==> config.mk <==
export PLATFORM = sky130hd
export DESIGN_NAME = ps2_piano_keys
export DESIGN_NICKNAME = d
export VERILOG_FILES = /design/src/rtl/ps2_piano_keys.sv
export SDC_FILE = /design/constraint.sdc
export NUM_CORES = 1
export LEC_CHECK = 0
export ABC_CLOCK_PERIOD_IN_PS = 3150
export BUFFER_PORTS_ARGS = -buffer_cell sky130_fd_sc_hd__buf_4
export CORE_ASPECT_RATIO = 1.75
export CORE_MARGIN = 3
export CORE_UTILIZATION = 34
export CTS_CLUSTER_DIAMETER = 100
export DETAILED_ROUTE_END_ITERATION = 6
export PLACE_DENSITY_LB_ADDON = 0.1
export SYNTH_ARGS = -nofsm -noshare
export SYNTH_HDL_FRONTEND = slang
export SYNTH_SLANG_ARGS = --single-unit
==> constraint.sdc <==
create_clock -name clk -period 3.15 [get_ports clk]
set_input_delay 0.63 -clock clk [delete_from_list [all_inputs] [get_ports clk]]
set_output_delay 0.63 -clock clk [all_outputs]
set_load 0.005 [all_outputs]
==> src/rtl/ps2_piano_keys.sv <==
`default_nettype none
// ============================================================================
// ps2_piano_keys : PS/2 frame receiver and make/break decoder that produces
//                  the 48-key held vector (4 octaves x 12 notes).
// Optional feature macro: PS2_PARITY_CHECK_EN (enables the odd-parity check).
// Revision: 1.0
// ============================================================================
module ps2_piano_keys #(
  parameter int SYNC_STAGES  = 2,
  parameter int TIMEOUT_CYC  = 50000,
  parameter int OCTAVE_RESET = 1
) (
  input  logic        clk,
  input  logic        reset,
  input  logic        ps2_clk,
  input  logic        ps2_data,
  output logic [47:0] keys,
  output logic [1:0]  octave,
  output logic [7:0]  scan_code,
  output logic        code_valid,
  output logic        frame_err
);

  localparam int IDLE_W = $clog2(TIMEOUT_CYC + 1);
  localparam logic [IDLE_W-1:0] c_timeout = IDLE_W'(TIMEOUT_CYC);
  localparam logic [7:0] c_break = 8'hF0;
  localparam logic [7:0] c_ext   = 8'hE0;

  logic [SYNC_STAGES-1:0] clk_sync;
  logic [SYNC_STAGES-1:0] data_sync;
  logic                   clk_prev;
  logic                   fall;
  logic                   bit_in;

  always_ff @(posedge clk) begin
    if (reset) begin
      clk_sync  <= '1;
      data_sync <= '1;
      clk_prev  <= 1'b1;
    end else begin
      clk_sync  <= {clk_sync[SYNC_STAGES-2:0], ps2_clk};
      data_sync <= {data_sync[SYNC_STAGES-2:0], ps2_data};
      clk_prev  <= clk_sync[SYNC_STAGES-1];
    end
  end

  assign fall   = clk_prev & ~clk_sync[SYNC_STAGES-1];
  assign bit_in = data_sync[SYNC_STAGES-1];

  logic [3:0]        bit_cnt;
  logic [IDLE_W-1:0] idle_cnt;
  logic [7:0]        data_sr;
  logic              start_bit;
  logic              parity_ok;
  logic              stop_edge;
  logic              timeout;
  logic              code_ok;
  logic              frame_bad;

`ifdef PS2_PARITY_CHECK_EN
  logic par_bit;
  assign parity_ok = ^{data_sr, par_bit};
`else
  assign parity_ok = 1'b1;
`endif

  assign stop_edge = fall && (bit_cnt == 4'd10);
  assign code_ok   = stop_edge && !start_bit && bit_in && parity_ok;
  assign timeout   = !fall && (bit_cnt != 4'd0) && (idle_cnt == c_timeout);
  assign frame_bad = (stop_edge && !code_ok) || timeout;

  always_ff @(posedge clk) begin
    if (reset) begin
      bit_cnt    <= 4'd0;
      idle_cnt   <= '0;
      data_sr    <= 8'd0;
      start_bit  <= 1'b0;
`ifdef PS2_PARITY_CHECK_EN
      par_bit    <= 1'b0;
`endif
      scan_code  <= 8'd0;
      code_valid <= 1'b0;
      frame_err  <= 1'b0;
    end else begin
      code_valid <= code_ok;
      frame_err  <= frame_bad;
      if (code_ok) scan_code <= data_sr;
      if (fall) begin
        idle_cnt <= '0;
        case (bit_cnt)
          4'd0:    start_bit <= bit_in;
`ifdef PS2_PARITY_CHECK_EN
          4'd9:    par_bit   <= bit_in;
`else
          4'd9:    ;
`endif
          4'd10:   ;
          default: data_sr   <= {bit_in, data_sr[7:1]};
        endcase
        bit_cnt <= (bit_cnt == 4'd10) ? 4'd0 : bit_cnt + 4'd1;
      end else if (timeout) begin
        bit_cnt  <= 4'd0;
        idle_cnt <= '0;
      end else if (bit_cnt != 4'd0) begin
        idle_cnt <= idle_cnt + IDLE_W'(1);
      end else begin
        idle_cnt <= '0;
      end
    end
  end

  // {hit, index} lookups for the note row and the octave-select keys
  function automatic logic [4:0] note_of(input logic [7:0] c);
    case (c)
      8'h1A:   note_of = {1'b1, 4'd0};
      8'h1B:   note_of = {1'b1, 4'd1};
      8'h22:   note_of = {1'b1, 4'd2};
      8'h23:   note_of = {1'b1, 4'd3};
      8'h21:   note_of = {1'b1, 4'd4};
      8'h2A:   note_of = {1'b1, 4'd5};
      8'h34:   note_of = {1'b1, 4'd6};
      8'h32:   note_of = {1'b1, 4'd7};
      8'h33:   note_of = {1'b1, 4'd8};
      8'h31:   note_of = {1'b1, 4'd9};
      8'h3B:   note_of = {1'b1, 4'd10};
      8'h3A:   note_of = {1'b1, 4'd11};
      default: note_of = 5'd0;
    endcase
  endfunction

  function automatic logic [2:0] oct_of(input logic [7:0] c);
    case (c)
      8'h16:   oct_of = {1'b1, 2'd0};
      8'h1E:   oct_of = {1'b1, 2'd1};
      8'h26:   oct_of = {1'b1, 2'd2};
      8'h25:   oct_of = {1'b1, 2'd3};
      default: oct_of = 3'd0;
    endcase
  endfunction

  function automatic logic [47:0] place(input logic [11:0] h, input logic [1:0] o);
    case (o)
      2'd0:    place = {36'd0, h};
      2'd1:    place = {24'd0, h, 12'd0};
      2'd2:    place = {12'd0, h, 24'd0};
      default: place = {h, 36'd0};
    endcase
  endfunction

  typedef enum logic [1:0] {DEC_IDLE, DEC_BRK, DEC_EXT, DEC_EXT_BRK} dec_state_t;

  dec_state_t  dec_state;
  logic [11:0] held;
  logic [11:0] held_next;
  logic [1:0]  oct_next;
  logic [4:0]  note_hit;
  logic [2:0]  oct_hit;
  logic        is_prefix;
  logic        do_make;
  logic        do_break;

  assign note_hit  = note_of(data_sr);
  assign oct_hit   = oct_of(data_sr);
  assign is_prefix = (data_sr == c_break) || (data_sr == c_ext);
  assign do_make   = code_ok && (dec_state == DEC_IDLE) && !is_prefix;
  assign do_break  = code_ok && (dec_state == DEC_BRK);

  assign held_next = (do_make && note_hit[4])  ? (held |  (12'd1 << note_hit[3:0])) :
                     (do_break && note_hit[4]) ? (held & ~(12'd1 << note_hit[3:0])) :
                     held;
  assign oct_next  = (do_make && oct_hit[2]) ? oct_hit[1:0] : octave;

  // keys tracks the next held/octave so it moves on the same edge as code_valid
  always_ff @(posedge clk) begin
    if (reset) begin
      dec_state <= DEC_IDLE;
      held      <= 12'd0;
      octave    <= 2'(OCTAVE_RESET);
      keys      <= 48'd0;
    end else begin
      held   <= held_next;
      octave <= oct_next;
      keys   <= place(held_next, oct_next);
      if (frame_bad) begin
        dec_state <= DEC_IDLE;
      end else if (code_ok) begin
        case (dec_state)
          DEC_IDLE: begin
            if (data_sr == c_break)    dec_state <= DEC_BRK;
            else if (data_sr == c_ext) dec_state <= DEC_EXT;
            else                       dec_state <= DEC_IDLE;
          end
          DEC_BRK: dec_state <= DEC_IDLE;
          DEC_EXT: dec_state <= (data_sr == c_break) ? DEC_EXT_BRK : DEC_IDLE;
          default: dec_state <= DEC_IDLE;
        endcase
      end
    end
  end

endmodule
`default_nettype wire
==> After elaboration in Yosys (flattened, before gate mapping) <==
Cells that the tools add are included.
{ "word_totals": {"out_inout_bits": 60, "input_bits": 4, "elab_cells": 90, "reg_bits": 108} }
{ "op_classes": {"n_reduce_logical": 28, "eq_ne": 25, "bitwise": 7, "mux": 13, "n_addsub": 2, "shift": 1} }
{ "ops": {"columns": ["operator", "n"], "rows": [
  ["48-bit case mux with 3 select lines", 1],
  ["8-bit by 6-bit equality test with 1-bit output (second input constant)", 12],
  ["5-bit case mux with 12 select lines", 1],
  ["8-bit by 5-bit equality test with 1-bit output (second input constant)", 4],
  ["12-bit two-way mux", 2],
  ["16-bit by 1-bit adder with 16-bit output (second input constant)", 1],
  ["16-bit equality test (second input constant)", 1],
  ["8-bit equality test (second input constant)", 2],
  ["12-bit bitwise AND", 1],
  ["1-bit logical AND", 12],
  ["4-bit two-way mux", 3],
  ["12-bit NOT", 1],
  ["12-bit bitwise OR", 1],
  ["3-bit case mux with 4 select lines", 1],
  ["1-bit by 4-bit << shifter with 12-bit output (first input constant)", 1],
  ["4-bit equality test (second input constant)", 2],
  ["2-bit two-way mux", 4],
  ["4-bit by 1-bit adder with 4-bit output (second input constant)", 1],
  ["2-bit by 1-bit equality test with 1-bit output (second input constant)", 2],
  ["2-bit equality test (second input constant)", 2],
  ["1-bit logical NOT", 4],
  ["2-bit logical NOT", 2],
  ["4-bit logical NOT", 1],
  ["2-bit case mux with 2 select lines", 1],
  ["other kinds (9)", 13]
]} }

==> Logic depth before layout (Yosys ltp) <==
Gate-level depths: netlist (run 1).
{ "logic_depth": {"ltp_word": 11, "mapped_depth": 9, "ltp_nobuf": 8} }

==> Worst setup path before layout (run 1) <==
No wires, ideal clock.
{ "synth_timing": {"path_kind": "reg2reg", "start": "register clk_sync[1]", "end": "register keys[45]", "required_time_ps": 3022, "setup_slack_ps": 950, "arrival_time_ps": 2072, "stages_incl_launch_ff": 9, "path_cell_list": "dfxtp_1 nand2b_4 buf_6 or4_4 nor4_4 o2111ai_4 a22oi_2 buf_6 nor2_1"} }
{ "synth_via": {"elab_chain_cells": 11, "word_cells_on_any_way": 18, "classes_between": "eq/ne (2); mux (4); bitwise (2); reduce/logical (10)"} }
{ "synth_rtl": {"columns": ["item", "line_no", "text"], "rows": [
  ["start: declaration", "29", "logic [SYNC_STAGES-1:0] clk_sync;"],
  ["start signal: assignment", "41", "clk_sync <= {clk_sync[SYNC_STAGES-2:0], ps2_clk};"],
  ["1-bit NOT *", "47", "assign fall = clk_prev & ~clk_sync[SYNC_STAGES-1];"],
  ["1-bit bitwise AND *", "47", null],
  ["1-bit logical AND *", "67", "assign stop_edge = fall && (bit_cnt == 4'd10);"],
  ["1-bit logical AND * (2 in a row)", "68", "assign code_ok = stop_edge && !start_bit && bit_in && parity_ok;"],
  ["1-bit logical AND (2 in a row)", "165", "assign do_make = code_ok && (dec_state == DEC_IDLE) && !is_prefix;"],
  ["1-bit logical AND", "171", "assign oct_next = (do_make && oct_hit[2]) ? oct_hit[1:0] : octave;"],
  ["2-bit two-way mux", "171", null],
  ["2-bit equality test, or another cell as far along", "142", "case (o)"],
  ["48-bit case mux with 3 select lines *", "142", null],
  ["end signal: assignment", "183", "keys <= place(held_next, oct_next);"],
  ["end: declaration", "17", "output logic [47:0] keys,"]
]} }
Every way passes the cells marked *; elsewhere a longest branch is shown, timed or not.
A chain may end at the register's enable or synchronous reset.

==> Worst setup path in the final report (run 1) <==
{ "layout_timing": {"start": "register bit_cnt[1]", "end": "register keys[47]"} }
{ "layout_via": {"elab_chain_cells": 10, "word_cells_on_any_way": 17, "classes_between": "eq/ne (3); mux (4); reduce/logical (10)"} }
{ "layout_rtl": {"columns": ["item", "line_no", "text"], "rows": [
  ["start: declaration", "50", "logic [3:0] bit_cnt;"],
  ["start signal: assignment", "100", "bit_cnt <= (bit_cnt == 4'd10) ? 4'd0 : bit_cnt + 4'd1;"],
  ["4-bit equality test *", "67", null],
  ["1-bit logical AND *", "67", null],
  ["1-bit logical AND * (2 in a row)", "68", null],
  ["1-bit logical AND (2 in a row)", "165", null],
  ["1-bit logical AND", "171", null],
  ["2-bit two-way mux", "171", null],
  ["2-bit equality test, or another cell as far along", "142", null],
  ["48-bit case mux with 3 select lines *", "142", null]
]} }
Marks and branches as above.

==> impl_metrics.py, run 1 <==
metrics = {
    "worst_setup_path": {
        "crit_type": "flip-flop to flip-flop",
        "cp-start-kind": "flip-flop",
        "slowest_delay_ns": 0.58,
        "required_ns": 3.36,
        "cp.arrival_ns": 2.83,
        "worstPathCellList": "nand3b_1 -> or4_4 -> nor4_4 -> o2111ai_4 -> a22oi_2 -> nor2_1",
        "slowest_stage": "a22oi_2",
        "crit_path_end_kind": "flip-flop",
        "worstPathMaxFanout": 14,
        "rr_worst_depth": 6,
    },
    "hold_path": {
        "hp-class": "flip-flop to flip-flop",
        "worstHoldPathCells": 1,
    },
    "cts": {
        "clockBufferDepth": 2,
        "insertion_delay_ns": 0.34,
        "cts_setup_buffers": 0,
        "cts_sinks": 108,
        "numCtsBuffers": 9,
        "cts_resized": 0,
        "ctsHoldBuffers": 0,
        "cts_root_buf": "clkbuf_16",
        "tritoncts": "built",
        "clk_pin_slew_ns": 0.07,
        "htreeDepth": 3,
    },
    "sta": {
        "hold_slack_ns": 0.4145,
        "fin_crit_sh_pct": 83.14,
        "rsz0062_at_grt": "no",
        "hold_viol_final": 0,
        "slew_viol_final": 0,
        "clock.fmax_mhz": 381.8,
        "setup_viol_count_final": 0,
        "finalClockSkew_ns": 0.01036,
        "period_minus_slack_ns": 2.619,
        "slew-limit-headroom_pct": 55.02,
        "fin_setup_tns_ns": 0,
        "worst_slew_pin_slew_ns": 0.6685,
    },
    "logic_synthesis": {
        "synthTopCellsByArea": "dfxtp_1 (51%), nor2_1 (5.6%), nand2_1 (3.5%)",
        "synth_ff_type": "dfxtp_1",
        "syn_nets": 472,
        "synth_seq_area_share_pct": 50.59,
        "synthTopCellsByCount": "dfxtp_1 (108), nor2_1 (64), nand2_1 (40)",
        "syn_area_um2": 4274,
        "synth_edf_count": 0,
        "netlist-cell-type-count": 60,
        "synth.most_common_cell": "dfxtp_1",
        "synth_top_area_cell": "dfxtp_1",
        "synth_top_area_share_pct": 50.59,
        "synth_seq_cells": 108,
        "syn_area_per_cell_um2": 9.172,
        "synth_warnings": 0,
        "syn_inst": 466,
        "async_flop_share_pct": 0,
    },
    "run": {
        "cap_viol_max_count": 0,
    },
    "floorplanning": {
        "start_util_pct": 35.22,
        "die_area_um2": 14010,
        "die_w_um": 90.76,
        "core-area_um2": 12140,
        "die_y_um": 154.3,
        "pin_count": 64,
        "fp-row-count": 53,
    },
    "finish": {
        "diodes": 0,
        "finalInstanceArea_um2": 5187,
        "fin_cells": 695,
        "nNetsFinal": 531,
        "drive_above_1_share_pct": 21.51,
        "area_growth_pct": 21.37,
    },
    "pwr": {
        "p_total_mw": 2.478,
        "ir_worst_vdd_uv": 239.2,
        "leakagePower_nw": 1.956,
        "power_density_nw_per_um2": 477.7,
    },
    "detailed_routing": {
        "drtPass1Iterations": 4,
        "drc": 0,
        "vias": 3314,
        "wl_per_cell_um": 13.72,
        "drt_iter0_markers": 126,
        "wl_mm": 9.537,
        "via_per_inst": 4.768,
        "antenna_left": 0,
    },
    "run_status": {
        "status": "finished, final reports clean",
    },
    "grt": {
        "grtUsageTotal_pct": 13.98,
        "grt_max_degree": 47,
        "grt_pass1_vias": 3191,
        "grt_antenna_before_repair": 0,
        "grt_pass1_wl_mm": 15.96,
        "overflow": 0,
    },
    "placed_design": {
        "port_buffers": 63,
        "place_inst": 679,
        "dp_hpwl_mm": 6.917,
        "placed_area_um2": 4906,
        "finalWeightedCongestion": 0.8036,
    },
}
[final cells by class]
type / instances / area [um^2]
Multi-Input combinational cell: 318 / 1929
Clock buffer: 10 / 229.0
Inverter: 14 / 52.55
Sequential cell: 108 / 2162
Fill cell: 1255 / 6948
Timing Repair Buffer: 74 / 555.5
Clock inverter: 6 / 52.55
Tap cell: 165 / 206.4
[path summary, 6_finish.rpt]
| kind | start | end | slack [ns] |
|---|---|---|---|
| hold / removal | clk_sync[0] | clk_sync[1] | 0.41 |
| setup reg to reg | bit_cnt[1] | keys[47] | 0.53 |
| setup / recovery | bit_cnt[1] | keys[47] | 0.53 |
| hold reg to reg | clk_sync[0] | clk_sync[1] | 0.41 |
[worst max-delay path, delay by kind of cell (launching register included)]
| kind | cells | cell delay [ns] |
|---|---|---|
| DFF | 1 | 0.48 |
| AOI/OAI and AO/OA | 2 | 0.85 |
| and+or+nand+nor | 4 | 1.17 |
[cells by family (layout without fill, tap and decap cells)]
| family | after synthesis | in the layout | share of synthesized area, % |
|---|---|---|---|
| adders and majority gates | 2 | 2 | 0.5854 |
| buffers and inverters | 40 | 104 | 4.274 |
| xor gates and xnor gates | 18 | 18 | 3.688 |
| DFF | 108 | 108 | 50.59 |
| muxes | 8 | 8 | 1.874 |
| AOI/OAI and AO/OA | 65 | 65 | 10.54 |
| and+or+nand+nor | 225 | 225 | 28.45 |
[routing by layer]
layer / global-route usage, % / routed length [um] / part of all wire [%] / vias up
li1: - / - / - / 1692
met4: 5.113 / 114 / 1.2 / 0
met2: 24.64 / 4866 / 51 / 67
met1: 16.88 / 4179 / 44 / 1548
met5: 0 / 0 / 0 / -
met3: 2.482 / 377 / 4.0 / 7
[cells in the final DEF (no fill, tap or decap), drive strengths merged, types with 2 or more instances in the layout]
master / count
o2111ai: 2
a21oi: 28
nor4b: 2
or3: 3
o2bb2ai: 2
xnor2: 8
buf: 74
nor2b: 23
and3b: 2
mux2i: 8
a22oi: 4
or2: 7
nand3: 20
nand4: 9
a311oi: 2
nor3: 6
and3: 7
nor4: 4
ha: 2
xor2: 10
o31ai: 2
dfxtp: 108
inv: 18
nor3b: 4
a2bb2oi: 2
nand2b: 6
and2: 17
nand2: 40
o21ai: 11
nand3b: 2
clkinvlp: 2
clkbuf: 10
nor2: 64
and4: 2
a31oi: 4
[power by group]
| group | total (mW) | internal, mW | leakage [nW] | switching (mW) |
|---|---|---|---|---|
| registers | 1.37 | 1.37 | 0.871 | 0.00483 |
| logic | 0.0305 | 0.0109 | 0.953 | 0.0196 |
| clock network | 1.07 | 0.551 | 0.132 | 0.523 |
[registers in the layout, indices dropped and copies added, names as in the netlist, 2 cells and up]
name	flops
idle_cnt	16
clk_sync	2
scan_code	8
data_sync	2
octave	2
dec_state	2
data_sr	8
bit_cnt	4
keys	48
held	12
[stage by stage]
step	util [%]	worst slack (ns)
after global routing	42.75	0.3006
after global placement	40.43	0.6034
after detailed placement	40.43	0.5074
after CTS	42.75	0.4990
final	42.75	0.5311
after floorplan	-	0.9501
Power figures use the tool's default switching activity.
==> run 2: changes to the inputs <==
--- a/config.mk
+++ b/config.mk
@@ -5,7 +5,7 @@
 export SDC_FILE = /design/constraint.sdc
 export NUM_CORES = 1
 export LEC_CHECK = 0
-export ABC_CLOCK_PERIOD_IN_PS = 3150
+export ABC_CLOCK_PERIOD_IN_PS = 2200
 export BUFFER_PORTS_ARGS = -buffer_cell sky130_fd_sc_hd__buf_4
 export CORE_ASPECT_RATIO = 1.75
 export CORE_MARGIN = 3
==> constraint.sdc (replaced) <==
create_clock -name clk -period 2.2 [get_ports clk]
set_input_delay 0.44 -clock clk [delete_from_list [all_inputs] [get_ports clk]]
set_output_delay 0.44 -clock clk [all_outputs]
set_load 0.005 [all_outputs]
==> impl_metrics.py, run 2 (synthesis gave the netlist of run 1 again) <==
metrics = {
    "run_status": {
        "status": "finished, final reports clean",
    },
    "floorplanning": {
        "die_y_um": 154.3,
        "core-area_um2": 12140,
        "die_w_um": 90.76,
        "fp-row-count": 53,
        "start_util_pct": 35.22,
        "pin_count": 64,
        "die_area_um2": 14010,
    },
    "finish": {
        "largest_reg_flops": 48,
        "drive_above_1_share_pct": 31.44,
        "largest-register": "keys",
        "area_growth_pct": 34.87,
        "n_fill_cell": 1202,
        "ff_latch_area_um2": 2163,
        "multiInputGateArea_um2": 2037,
        "final_cell_mix": "buf_4 (118), dfxtp_1 (107), nor2_1 (64), nand2_1 (40), a21oi_1 (21)",
        "finish.utilization_pct": 47.50,
        "top_regs": "keys: 48 flops, idle_cnt: 16 flops, held: 12 flops",
        "final_common_cell": "buf_4",
        "diodes": 0,
        "nNetsFinal": 583,
        "fin_cells": 747,
    },
    "pwr": {
        "leakagePower_nw": 2.263,
        "power_density_nw_per_um2": 629.9,
        "p_total_mw": 3.631,
        "ir_worst_vdd_uv": 371.3,
    },
    "worst_setup_path": {
        "worstPathMaxFanout": 12,
        "rr_worst_depth": 9,
        "cp-start-kind": "flip-flop",
        "crit_path_end_kind": "flip-flop",
        "required_ns": 2.49,
        "crit_type": "flip-flop to flip-flop",
        "cp.arrival_ns": 2.47,
    },
    "grt": {
        "grt_pass1_vias": 3457,
        "grtUsageTotal_pct": 14.71,
        "grt_antenna_before_repair": 0,
        "grt_max_degree": 33,
        "grt_pass1_wl_mm": 16.84,
        "overflow": 0,
    },
    "hold_path": {
        "hp-class": "primary input to flip-flop",
        "worstHoldPathCells": 2,
    },
    "detailed_routing": {
        "vias": 3516,
        "antenna_left": 0,
        "wl_mm": 10.07,
        "via_per_inst": 4.707,
        "wl_per_cell_um": 13.48,
        "drc": 0,
        "drt_iter0_markers": 138,
        "drtPass1Iterations": 4,
    },
    "placed_design": {
        "finalWeightedCongestion": 0.8199,
        "dp_hpwl_mm": 7.561,
        "place_inst": 726,
        "port_buffers": 63,
    },
    "sta": {
        "fin_crit_sh_pct": 99.32,
        "slew_viol_final": 0,
        "finalClockSkew_ns": 0.01015,
        "worst_slew_pin_slew_ns": 0.4672,
        "hold_viol_final": 0,
        "period_minus_slack_ns": 2.185,
        "setup_viol_count_final": 0,
        "clock.fmax_mhz": 457.6,
        "rsz0062_at_grt": "yes",
        "slew-limit-headroom_pct": 68.59,
    },
    "cts": {
        "cts_root_buf": "clkbuf_16",
        "tritoncts": "built",
        "insertion_delay_ns": 0.35,
        "clk_pin_slew_ns": 0.08,
        "ctsHoldBuffers": 0,
        "numCtsBuffers": 9,
        "clockBufferDepth": 2,
        "cts_sinks": 108,
        "htreeDepth": 3,
    },
    "run": {
        "cap_viol_max_count": 0,
    },
}
run 2: cell count changes in the layout (fill, tap and decap cells not counted), moves of 2 or more:
cell	previous run	this run
a21oi_1	28	21
a21oi_2	0	7
nor2b_2	5	3
nor2b_4	0	3
o21ai_0	11	6
buf_4	74	118
clkinvlp_4	2	0
buf_6	0	4
o21ai_2	0	4
buf_12	0	3
run 2: critical path, cell delays in order (launching register included):
cell,delay [ns]
dfxtp_2,0.32
nand2b_4,0.13
or4_4,0.56
nor4_4,0.25
buf_6,0.18
and4_4,0.24
buf_6,0.10
a22oi_2,0.06
buf_12,0.16
nor2b_1,0.11
run 2: timing repair:
item / CTS / global route
resized for setup: 16 / 17
endpoints found under the hold margin: 0 / 0
pin swaps: 6 / 9
setup buffers: 5 / 1
endpoints found under the setup margin: 53 / 46
run 2: worst paths after layout:
path / start / endpoint / slack, ns
setup / recovery: clk_sync[1] / keys[40] / 0.01
hold reg to reg: data_sync[0] / data_sync[1] / 0.41
hold / removal: ps2_clk / clk_sync[0] / 0.28
setup reg to reg: clk_sync[1] / keys[40] / 0.01
run 2: layout make-up:
| cell class | count | share of cell area, % |
|---|---|---|
| clock buffer | 9 | 3.907 |
| clock inverter | 7 | 1.281 |
| inverter | 14 | 0.9117 |
| multi-input combinational | 318 | 35.34 |
| sequential | 108 | 37.53 |
| tap | 165 | 3.582 |
| timing repair buffer | 126 | 17.45 |
run 2: power by group:
group | internal (mW) | switching [mW] | leakage [nW]
clock network | 0.809 | 0.797 | 0.148
logic | 0.0263 | 0.0354 | 1.24
registers | 1.96 | 0.00400 | 0.870
total | 2.79 | 0.836 | 2.26
run 2: metrics by stage:
step	instance area (um^2)	hold WS [ns]	setup WS, ns	TNS, ns
final	5764	0.2761	0.01485	0
after global routing	5764	0.2732	-0.06816	-1.113
after CTS	5689	0.2633	-0.002535	-0.003481
after detailed placement	5284	0.4014	-0.1958	-5.097
after global placement	5284	0.3979	-0.1628	-3.584
after floorplan	4274	0.3895	0.00006728	0
run 2: per-layer routing:
layer	wire length, um	global-route usage [%]
met2	5316	27.26
met4	212	5.917
met1	4153	16.37
met3	383	2.628
met5	0	0
==> run 3: changes to the inputs <==
--- a/config.mk
+++ b/config.mk
@@ -6,12 +6,10 @@
 export NUM_CORES = 1
 export LEC_CHECK = 0
 export ABC_CLOCK_PERIOD_IN_PS = 2200
-export BUFFER_PORTS_ARGS = -buffer_cell sky130_fd_sc_hd__buf_4
 export CORE_ASPECT_RATIO = 1.75
-export CORE_MARGIN = 3
 export CORE_UTILIZATION = 34
-export CTS_CLUSTER_DIAMETER = 100
 export DETAILED_ROUTE_END_ITERATION = 6
+export DONT_BUFFER_PORTS = 1
 export PLACE_DENSITY_LB_ADDON = 0.1
 export SYNTH_ARGS = -nofsm -noshare
 export SYNTH_HDL_FRONTEND = slang
==> impl_metrics.py, run 3 (synthesis gave the netlist of run 1 again) <==
metrics = {
    "pwr": {
        "ir_worst_vdd_uv": 418.3,
        "p_total_mw": 3.544,
        "leakagePower_nw": 1.873,
        "power_density_nw_per_um2": 677.4,
    },
    "grt": {
        "grt_antenna_before_repair": 0,
        "overflow": 0,
        "top_usage_layer": "met2",
        "grt_pass1_wl_mm": 15.75,
        "met3_usage_pct": 3.235,
        "met2_usage_pct": 27.02,
        "use_met1_pct": 18.48,
        "grt_max_degree": 47,
        "grtUsageTotal_pct": 15.60,
        "grt_pass1_vias": 3108,
    },
    "worst_setup_path": {
        "cp-start-kind": "flip-flop",
        "rr_worst_depth": 7,
        "slowest_delay_ns": 0.54,
        "crit_start": "start_bit",
        "worstPathMaxFanout": 5,
        "timing.rr.end": "keys[10]",
        "crit_type": "flip-flop to flip-flop",
        "crit_path_end_kind": "flip-flop",
        "required_ns": 2.44,
        "r2r_slack_ns": -0.009,
        "cp.arrival_ns": 2.45,
        "slowest_stage": "or4_4",
        "rr_startpoint": "start_bit",
        "worstPathCellList": "nand2b_4 -> or4_4 -> buf_6 -> or3_4 -> o41ai_4 -> a21oi_2 -> and2_1",
    },
    "cts": {
        "clk_pin_slew_ns": 0.07,
        "numCtsBuffers": 9,
        "clockBufferDepth": 2,
        "cts_setup_buffers": 0,
        "htreeDepth": 3,
        "cts_sinks": 108,
        "tritoncts": "built",
        "cts_root_buf": "clkbuf_16",
        "insertion_delay_ns": 0.35,
    },
    "finish": {
        "diodes": 0,
        "area_growth_pct": 22.42,
        "drive_above_1_share_pct": 22.99,
        "final_common_cell": "dfxtp_1",
        "largest-register": "keys",
        "final_cell_mix": "dfxtp_1 (107), nor2_1 (64), buf_4 (43), nand2_1 (40), a21oi_1 (22)",
        "nNetsFinal": 510,
        "largest_reg_flops": 48,
        "top_regs": "keys: 48 flops, idle_cnt: 16 flops, held: 12 flops",
    },
    "hold_path": {
        "hp-class": "primary input to flip-flop",
        "worstHoldPathCells": 1,
        "hold_start": "reset",
        "hold_path_end": "bit_cnt[3]",
    },
    "sta": {
        "setup_viol_count_final": 2,
        "worst_slack_ns": -0.009341,
        "rsz0062_at_grt": "yes",
        "fin_crit_sh_pct": 100.4,
        "fin_setup_tns_ns": -0.01334,
        "slew_viol_final": 0,
        "period_minus_slack_ns": 2.209,
        "clock.fmax_mhz": 452.6,
        "hold_viol_final": 0,
        "slew-limit-headroom_pct": 70.69,
        "finalClockSkew_ns": 0.007759,
        "worst_slew_pin_slew_ns": 0.4362,
    },
    "detailed_routing": {
        "drt_iter0_markers": 119,
        "vias": 3252,
        "wl_per_cell_um": 14.03,
        "antenna_left": 0,
        "via_per_inst": 4.825,
        "drtPass1Iterations": 4,
        "wl_mm": 9.455,
        "drc": 0,
    },
    "floorplanning": {
        "pin_count": 64,
        "core-area_um2": 12140,
        "die_area_um2": 13040,
        "die_w_um": 86.76,
        "fp-row-count": 53,
        "die_y_um": 150.3,
        "start_util_pct": 35.22,
    },
    "run_status": {
        "violations": "negative setup slack",
        "status": "finished, violations left",
    },
    "placed_design": {
        "port_buffers": 0,
        "dp_hpwl_mm": 6.874,
        "finalWeightedCongestion": 0.7162,
    },
    "run": {
        "cap_viol_max_count": 0,
    },
}
[run 3: power by group]
part / internal [mW] / switching [mW]
clock: 0.786 / 0.749
sequential: 1.96 / 0.00355
combinational: 0.0247 / 0.0213
total: 2.77 / 0.774
[run 3: worst max-delay path by stage]
stage / to / slack (ns) / depth (start not counted)
after CTS: keys[27] / -0.03 / 8
after global routing: keys[10] / -0.07 / 7
after floorplan: keys[47] / 0.00007 / 8
final: keys[10] / -0.009 / 7
after global placement: keys[30] / -0.11 / 8
after detailed placement: keys[34] / -0.17 / 7
[run 3: critical path, delay by kind of cell (launching register included)]
family                 cells  cell delay [ns]
buffers and inverters      1             0.14
AOI/OAI and AO/OA          2             0.44
DFF                        1             0.32
and+or+nand+nor            4             1.21
[run 3: layer usage]
| layer | vias up | share of wire [%] |
|---|---|---|
| met5 | - | 0 |
| met4 | 0 | 2.0 |
| met3 | 11 | 3.6 |
| met2 | 62 | 51 |
| met1 | 1524 | 43 |
| li1 | 1655 | - |
[run 3: repair_timing]
item / in CTS / in global routing
hold endpoints to repair: 0 / 0
pin swaps: 3 / 3
gates resized for setup: 7 / 32
hold buffers: 0 / 0
endpoints found under the setup margin: 51 / 53
[run 3: per-stage QoR]
step	area (um^2)	hold WS [ns]	cells	util [%]	setup WS, ns
2_1_floorplan	4274	0.3895	466	-	0.00006728
4_1_cts	5107	0.1551	674	42.09	-0.02920
5_1_grt	5233	0.1509	674	43.12	-0.07091
3_5_place_dp	4786	0.3929	658	39.44	-0.1691
6_report	5233	0.1709	674	43.12	-0.009341
3_3_place_gp	4786	0.3940	658	39.44	-0.1137
[run 3: layout make-up]
class                           count  area, um^2
Fill cell                        1218        6903
Sequential cell                   108        2163
Multi-Input combinational cell    318        2064
Timing Repair Buffer               53       461.7
Clock buffer                        9       225.2
Tap cell                          165       206.4
Clock inverter                      7       58.81
Inverter                           14       52.55
